## src/rtl/adder_rr_scheduler.sv

```systemverilog
// adder_rr_scheduler
// Round-robin front end for one shared, fixed-latency pipelined adder.
// Each cycle at most one requester is granted. Its operands are registered
// towards the adder. Its tag travels through a shift register that is aligned
// with the adder pipeline, so that every sum is returned to the requester
// that issued it.
//
// Handshake: a requester raises req_valid[i] and holds req_a/req_b slice i
// stable. The operation transfers in the cycle where req_valid[i] and
// req_ready[i] are both 1. Responses have no backpressure. rsp_valid is a
// one-cycle pulse that the requester must accept.
//
// Optional build macro ADDER_RR_SCHED_STATS_EN adds per-requester saturating
// grant counters. They are read through stat_sel/stat_count.
module adder_rr_scheduler #(
   parameter int NUM_REQ      = 4,
   parameter int DATA_WIDTH   = 32,
   parameter int PIPE_LATENCY = 3
) (
   input  logic                          ap_clk,
   input  logic                          ap_rst,
   input  logic                          arb_en,
   input  logic [NUM_REQ-1:0]            req_valid,
   output logic [NUM_REQ-1:0]            req_ready,
   input  logic [NUM_REQ*DATA_WIDTH-1:0] req_a,
   input  logic [NUM_REQ*DATA_WIDTH-1:0] req_b,
   output logic                          add_start,
   output logic [DATA_WIDTH-1:0]         add_a,
   output logic [DATA_WIDTH-1:0]         add_b,
   input  logic                          add_done,
   input  logic [DATA_WIDTH-1:0]         add_sum,
   output logic [NUM_REQ-1:0]            rsp_valid,
   output logic [DATA_WIDTH-1:0]         rsp_sum,
   output logic                          ap_idle,
`ifdef ADDER_RR_SCHED_STATS_EN
   input  logic [$clog2(NUM_REQ)-1:0]    stat_sel,
   output logic [15:0]                   stat_count,
`endif
   output logic                          err_sync
);

   localparam int TAG_W = $clog2(NUM_REQ);

   // ------------------------------------------------------------------
   // State
   // ------------------------------------------------------------------
   logic [TAG_W-1:0]      ptr_q, ptr_d;
   logic                  add_start_q, add_start_d;
   logic [DATA_WIDTH-1:0] add_a_q, add_a_d;
   logic [DATA_WIDTH-1:0] add_b_q, add_b_d;
   logic [TAG_W-1:0]      tag_q, tag_d;
   logic [PIPE_LATENCY-1:0] pipe_vld_q;
   logic [TAG_W-1:0]      pipe_tag_q [PIPE_LATENCY];
   logic [NUM_REQ-1:0]    rsp_valid_q, rsp_valid_d;
   logic [DATA_WIDTH-1:0] rsp_sum_q, rsp_sum_d;
   logic                  err_q, err_d;

   // ------------------------------------------------------------------
   // Arbitration signals
   // ------------------------------------------------------------------
   logic                  grant_found;
   logic [TAG_W-1:0]      grant_idx;
   logic                  xfer;
   logic [DATA_WIDTH-1:0] sel_a;
   logic [DATA_WIDTH-1:0] sel_b;
   int                    cand;

   // Tail of the tag pipe, aligned with add_done
   logic                  tail_vld;
   logic [TAG_W-1:0]      tail_tag;
   logic                  rsp_fire;

   // Round-robin search starting at ptr; the first requesting index wins
   always_comb begin
      grant_found = 1'b0;
      grant_idx   = '0;
      cand        = 0;
      req_ready   = '0;
      if (arb_en) begin
         for (int k = 0; k < NUM_REQ; k++) begin
            cand = (int'(ptr_q) + k) % NUM_REQ;
            if (!grant_found && req_valid[cand]) begin
               grant_found = 1'b1;
               grant_idx   = TAG_W'(cand);
            end
         end
      end
      if (grant_found) begin
         req_ready[grant_idx] = 1'b1;
      end
   end

   // A grant is only given to an asserted request, so a grant is a transfer
   assign xfer = grant_found;

   // Pick the granted requester's operand slices
   always_comb begin
      sel_a = '0;
      sel_b = '0;
      for (int i = 0; i < NUM_REQ; i++) begin
         if (grant_idx == TAG_W'(i)) begin
            sel_a = req_a[i*DATA_WIDTH +: DATA_WIDTH];
            sel_b = req_b[i*DATA_WIDTH +: DATA_WIDTH];
         end
      end
   end

   // Next pointer, issue register and issue tag
   always_comb begin
      ptr_d       = ptr_q;
      add_start_d = xfer;
      add_a_d     = add_a_q;
      add_b_d     = add_b_q;
      tag_d       = tag_q;
      if (xfer) begin
         add_a_d = sel_a;
         add_b_d = sel_b;
         tag_d   = grant_idx;
         if (grant_idx == TAG_W'(NUM_REQ - 1)) begin
            ptr_d = '0;
         end else begin
            ptr_d = grant_idx + TAG_W'(1);
         end
      end
   end

   // Pointer and adder issue registers
   always_ff @(posedge ap_clk or posedge ap_rst) begin
      if (ap_rst) begin
         ptr_q       <= '0;
         add_start_q <= 1'b0;
         add_a_q     <= '0;
         add_b_q     <= '0;
         tag_q       <= '0;
      end else begin
         ptr_q       <= ptr_d;
         add_start_q <= add_start_d;
         add_a_q     <= add_a_d;
         add_b_q     <= add_b_d;
         tag_q       <= tag_d;
      end
   end

   // Tag pipe: stage 0 captures the issue strobe and tag being presented to
   // the adder, and the tail then lines up with that op's add_done
   always_ff @(posedge ap_clk or posedge ap_rst) begin
      if (ap_rst) begin
         pipe_vld_q <= '0;
         for (int j = 0; j < PIPE_LATENCY; j++) begin
            pipe_tag_q[j] <= '0;
         end
      end else begin
         pipe_vld_q[0] <= add_start_q;
         pipe_tag_q[0] <= tag_q;
         for (int j = 1; j < PIPE_LATENCY; j++) begin
            pipe_vld_q[j] <= pipe_vld_q[j-1];
            pipe_tag_q[j] <= pipe_tag_q[j-1];
         end
      end
   end

   assign tail_vld = pipe_vld_q[PIPE_LATENCY-1];
   assign tail_tag = pipe_tag_q[PIPE_LATENCY-1];
   assign rsp_fire = tail_vld & add_done;

   // Route a matched sum to its requester; a lone tag or a lone done is an error
   always_comb begin
      rsp_valid_d = '0;
      rsp_sum_d   = rsp_sum_q;
      err_d       = err_q | (add_done != tail_vld);
      for (int i = 0; i < NUM_REQ; i++) begin
         rsp_valid_d[i] = rsp_fire && (tail_tag == TAG_W'(i));
      end
      if (rsp_fire) begin
         rsp_sum_d = add_sum;
      end
   end

   // Response and sticky error registers
   always_ff @(posedge ap_clk or posedge ap_rst) begin
      if (ap_rst) begin
         rsp_valid_q <= '0;
         rsp_sum_q   <= '0;
         err_q       <= 1'b0;
      end else begin
         rsp_valid_q <= rsp_valid_d;
         rsp_sum_q   <= rsp_sum_d;
         err_q       <= err_d;
      end
   end

`ifdef ADDER_RR_SCHED_STATS_EN
   logic [15:0] cnt_q [NUM_REQ];
   logic [15:0] cnt_d [NUM_REQ];

   // Saturating per-requester grant counters
   always_comb begin
      for (int i = 0; i < NUM_REQ; i++) begin
         cnt_d[i] = cnt_q[i];
         if (xfer && (grant_idx == TAG_W'(i)) && (cnt_q[i] != 16'hFFFF)) begin
            cnt_d[i] = cnt_q[i] + 16'd1;
         end
      end
   end

   // Counter registers
   always_ff @(posedge ap_clk or posedge ap_rst) begin
      if (ap_rst) begin
         for (int i = 0; i < NUM_REQ; i++) begin
            cnt_q[i] <= '0;
         end
      end else begin
         for (int i = 0; i < NUM_REQ; i++) begin
            cnt_q[i] <= cnt_d[i];
         end
      end
   end

   // Combinational counter read; an out-of-range select reads zero
   always_comb begin
      stat_count = '0;
      for (int i = 0; i < NUM_REQ; i++) begin
         if (stat_sel == TAG_W'(i)) begin
            stat_count = cnt_q[i];
         end
      end
   end
`endif

   assign add_start = add_start_q;
   assign add_a     = add_a_q;
   assign add_b     = add_b_q;
   assign rsp_valid = rsp_valid_q;
   assign rsp_sum   = rsp_sum_q;
   assign err_sync  = err_q;
   assign ap_idle   = ~add_start_q & ~(|pipe_vld_q) & ~(|rsp_valid_q);

endmodule

```

## config.mk

```make
export PLATFORM = sky130hd
export DESIGN_NAME = adder_rr_scheduler
export DESIGN_NICKNAME = d
export VERILOG_FILES = /design/src/rtl/adder_rr_scheduler.sv
export SDC_FILE = /design/constraint.sdc
export NUM_CORES = 1
export LEC_CHECK = 0
export ABC_AREA = 1
export BUFFER_PORTS_ARGS = -buffer_cell sky130_fd_sc_hd__buf_2
export CORE_ASPECT_RATIO = 0.8
export CORE_MARGIN = 1
export CORE_UTILIZATION = 26
export DETAILED_ROUTE_END_ITERATION = 6
export PLACE_DENSITY_LB_ADDON = 0.1
export SYNTH_ARGS = -nofsm -noshare
export SYNTH_HDL_FRONTEND = slang
export SYNTH_SLANG_ARGS = --single-unit
```

## constraint.sdc

```tcl
create_clock -name ap_clk -period 4.7 [get_ports ap_clk]
set_clock_uncertainty 0.05 [all_clocks]
set_input_delay 0.94 -clock ap_clk [delete_from_list [all_inputs] [get_ports ap_clk]]
set_output_delay 0.94 -clock ap_clk [all_outputs]
set_load 0.02 [all_outputs]
```

==> impl_metrics.py <==
metrics = {
    "power_and_ir_drop": {
        "powerDensity_nw_per_um2": 748,
        "ir_worst_vdd_mv": 0.421,
        "leakagePower_uw": 0.00488,
        "p_total_uw": 6990,
    },
    "setup_path": {
        "required_ps": 3710,
        "crit_type": "reg2out",
        "worst_setup_path_end_kind": "output port",
        "worstSetupStartpointType": "register",
        "crit_arrival_ps": 2880,
        "crit_fanout": 58,
    },
    "cts": {
        "clock-root-buffer": "clkbuf_16",
        "htreeDepth": 4,
        "post_cts_buffers": 0,
        "clk_pin_slew_ps": 60,
        "clock_path_buffers": 2,
        "cts_resized": 0,
        "cts_inserted_buffers": 17,
        "clock_latency_ps": 410,
        "cts.sinks": 115,
        "ctsHoldBuffers": 0,
        "cts_tree": "yes",
    },
    "sta": {
        "finalHoldViolCount": 0,
        "tightest_slew_ps": 1130,
        "finalCritPeriodShare_pct": 82.4,
        "slew_violations": 0,
        "timing.setup.tns_ps": 0,
        "rsz0062_at_grt": "false",
        "post-route-worst-setup-slack_ps": 825,
        "layout_min_cycle_time_ps": 3870,
        "max_freq_mhz": 258,
        "slew_headroom_pct": 23.9,
        "finalSetupViolations": 0,
        "holdWs_ps": 296,
    },
    "logic_synthesis": {
        "syn-num-nets": 1119,
        "ys_seq_area_share_pct": 44.1,
        "yosysWarningCount": 0,
        "synth_area_per_cell_um2": 7.98,
        "syn_inst": 818,
        "ys_seq_elements": 115,
        "syn_area_um2": 6530,
        "ys_types": 26,
    },
    "drt": {
        "drtIter0Drc": 331,
        "drt_pre_antenna_iters": 7,
        "drc_errors": 52,
        "routedWlPerCell_um": 16.0,
        "ant_nets": 0,
        "vias_per_cell": 4.49,
        "routed_wirelength_mm": 24.3,
        "vias": 6845,
    },
    "grt": {
        "grt_pass1_wl_mm": 35.7,
        "first_global_vias": 6322,
        "grt_util_all_layers_pct": 18.3,
        "grt_overflow_total": 0,
        "grt_max_degree": 81,
        "antenna_found_initial": 0,
    },
    "finish": {
        "area_growth_syn_to_layout_pct": 43.2,
        "drive_gt1_share_pct": 41.5,
        "antenna-diode-count": 0,
        "fin_nets": 1494,
        "fin_cells": 1524,
    },
    "floorplan": {
        "die_area_um2": 25800,
        "die_x_um": 179,
        "initial_core_util_pct": 26.6,
        "core_region_area_um2": 24500,
        "dieHeight_um": 144,
        "rows": 51,
        "ios": 403,
    },
    "placed_design": {
        "place_inst": 1492,
        "place_congestion": 0.793,
        "numPortBuffers": 402,
        "place_ws_ps": 773,
        "hpwl_mm": 18.1,
    },
    "outcome": {
        "violations": "design-rule violations",
        "status": "finished, violations left",
    },
    "hold_path": {
        "hold_class": "reg2reg",
    },
    "run": {
        "drv_cap": 0,
    },
}
## worst max-delay path, stage by stage (launching register included)
cell and delay [ps]:
dfrtp_1 530, inv_2 150, nand2_1 80, nand2_1 70, nand2_1 110, nand2_1 90
nor2_4 120, nand3_2 130, nand2_8 320, inv_2 100, nand2_1 160, inv_1 110
ha_2 230, inv_1 60, nor2_1 30, buf_2 170
## cells by family after synthesis
group / count (synthesis) / synth area share, %
AND/OR/NAND/NOR: 362 / 21.6
AO/OA/AOI/OAI: 193 / 17.1
flip-flops: 115 / 44.1
buffers and inverters: 79 / 6.44
multiplexers: 64 / 9.81
adder cells (fa/ha/maj): 5 / 0.958
## power by group
group          leakage (uW)  switching (uW)  internal [uW]
clock network      0.000295             488            817
logic               0.00315            2610           1440
registers           0.00143             221           1410
total               0.00488            3320           3670
## sequential cells by signal (all words and copies together), names as in the netlist
| name | flops |
|---|---|
| tail_tag | 2 |
| pipe_vld_q | 3 |
| add_a | 32 |
| err_sync | 1 |
| rsp_valid | 4 |
| add_b | 32 |
| rsp_sum | 32 |
| pipe_tag_q | 4 |
| ptr_q | 2 |
| tag_q | 2 |
| add_start | 1 |
## synthesized netlist by cell type
| cell type | count | area share (%) |
|---|---|---|
| nand2_1 | 267 | 15 |
| a21oi_1 | 128 | 9.8 |
| dfrtp_1 | 115 | 44 |
| nor2_1 | 70 | 4.0 |
| mux2i_1 | 64 | 9.8 |
| o21ai_2 | 40 | 5.4 |
| clkbuf_1 | 26 | 1.5 |
| o21ai_1 | 21 | 1.6 |
| inv_1 | 18 | 1.0 |
| buf_6 | 15 | 2.6 |
| buf_1 | 11 | 0.63 |
| nand3_1 | 10 | 0.77 |
| ha_1 | 5 | 0.96 |
| nand2_2 | 4 | 0.38 |
| nor3_1 | 4 | 0.31 |
| o21ai_0 | 4 | 0.31 |
| buf_2 | 3 | 0.23 |
| inv_2 | 3 | 0.17 |
| buf_4 | 2 | 0.23 |
| nor4_1 | 2 | 0.19 |
| and2_1 | 1 | 0.096 |
| clkinv_1 | 1 | 0.057 |
| nand3_2 | 1 | 0.15 |
| nor2_2 | 1 | 0.096 |
| nor2_4 | 1 | 0.17 |
| or2_2 | 1 | 0.096 |
## stage by stage
step                utilization, %  area, um2
floorplan                        -       6530
global placement              35.7       8750
detailed placement            35.7       8750
CTS                           38.2       9350
global route                  38.2       9350
finish                        38.2       9350
## path summary, 6_finish.rpt
kind                                          from                 endpoint  slack [ps]  depth (start not counted)
hold / removal             pipe_tag_q[2]$_DFF_PP0_    tail_tag[0]$_DFF_PP0_         300                          0
min in group asynchronous                   ap_rst  rsp_sum[19]$_DFFE_PP0P_         650                          2
setup / recovery              ptr_q[0]$_DFFE_PP0P_             req_ready[1]         830                         15
max in group asynchronous                   ap_rst    add_b[13]$_DFFE_PP0P_        2990                          3
hold reg to reg            pipe_tag_q[2]$_DFF_PP0_    tail_tag[0]$_DFF_PP0_         300                          0
setup reg to reg              ptr_q[0]$_DFFE_PP0P_    add_b[18]$_DFFE_PP0P_        1220                         16
## routing by layer
layer  GRT usage [%]  share of wire, %
met1            23.2                43
met2            30.7                48
met3            5.34               7.9
met4            3.54              0.86
met5               0                 0
## placed cells by master (no fill, tap or decap), types with 9 or more instances in the layout
cell,Yosys,final
buf_2,3,402
nand2_1,267,267
a21oi_1,128,128
dfrtp_1,115,115
nor2_1,70,70
mux2i_1,64,64
o21ai_2,40,40
o21ai_1,21,21
clkbuf_16,0,17
inv_1,18,16
nand3_1,10,10
buf_4,2,9
## layout make-up
cell class	count	area [um2]
clock inverter	13	148
tap	318	398
timing repair buffer	413	2120
multi-input combinational	624	3270
clock buffer	19	453
sequential	115	2880
fill	2605	15200
inverter	22	85.1
Note: power is estimated with default switching activity, not from simulation.
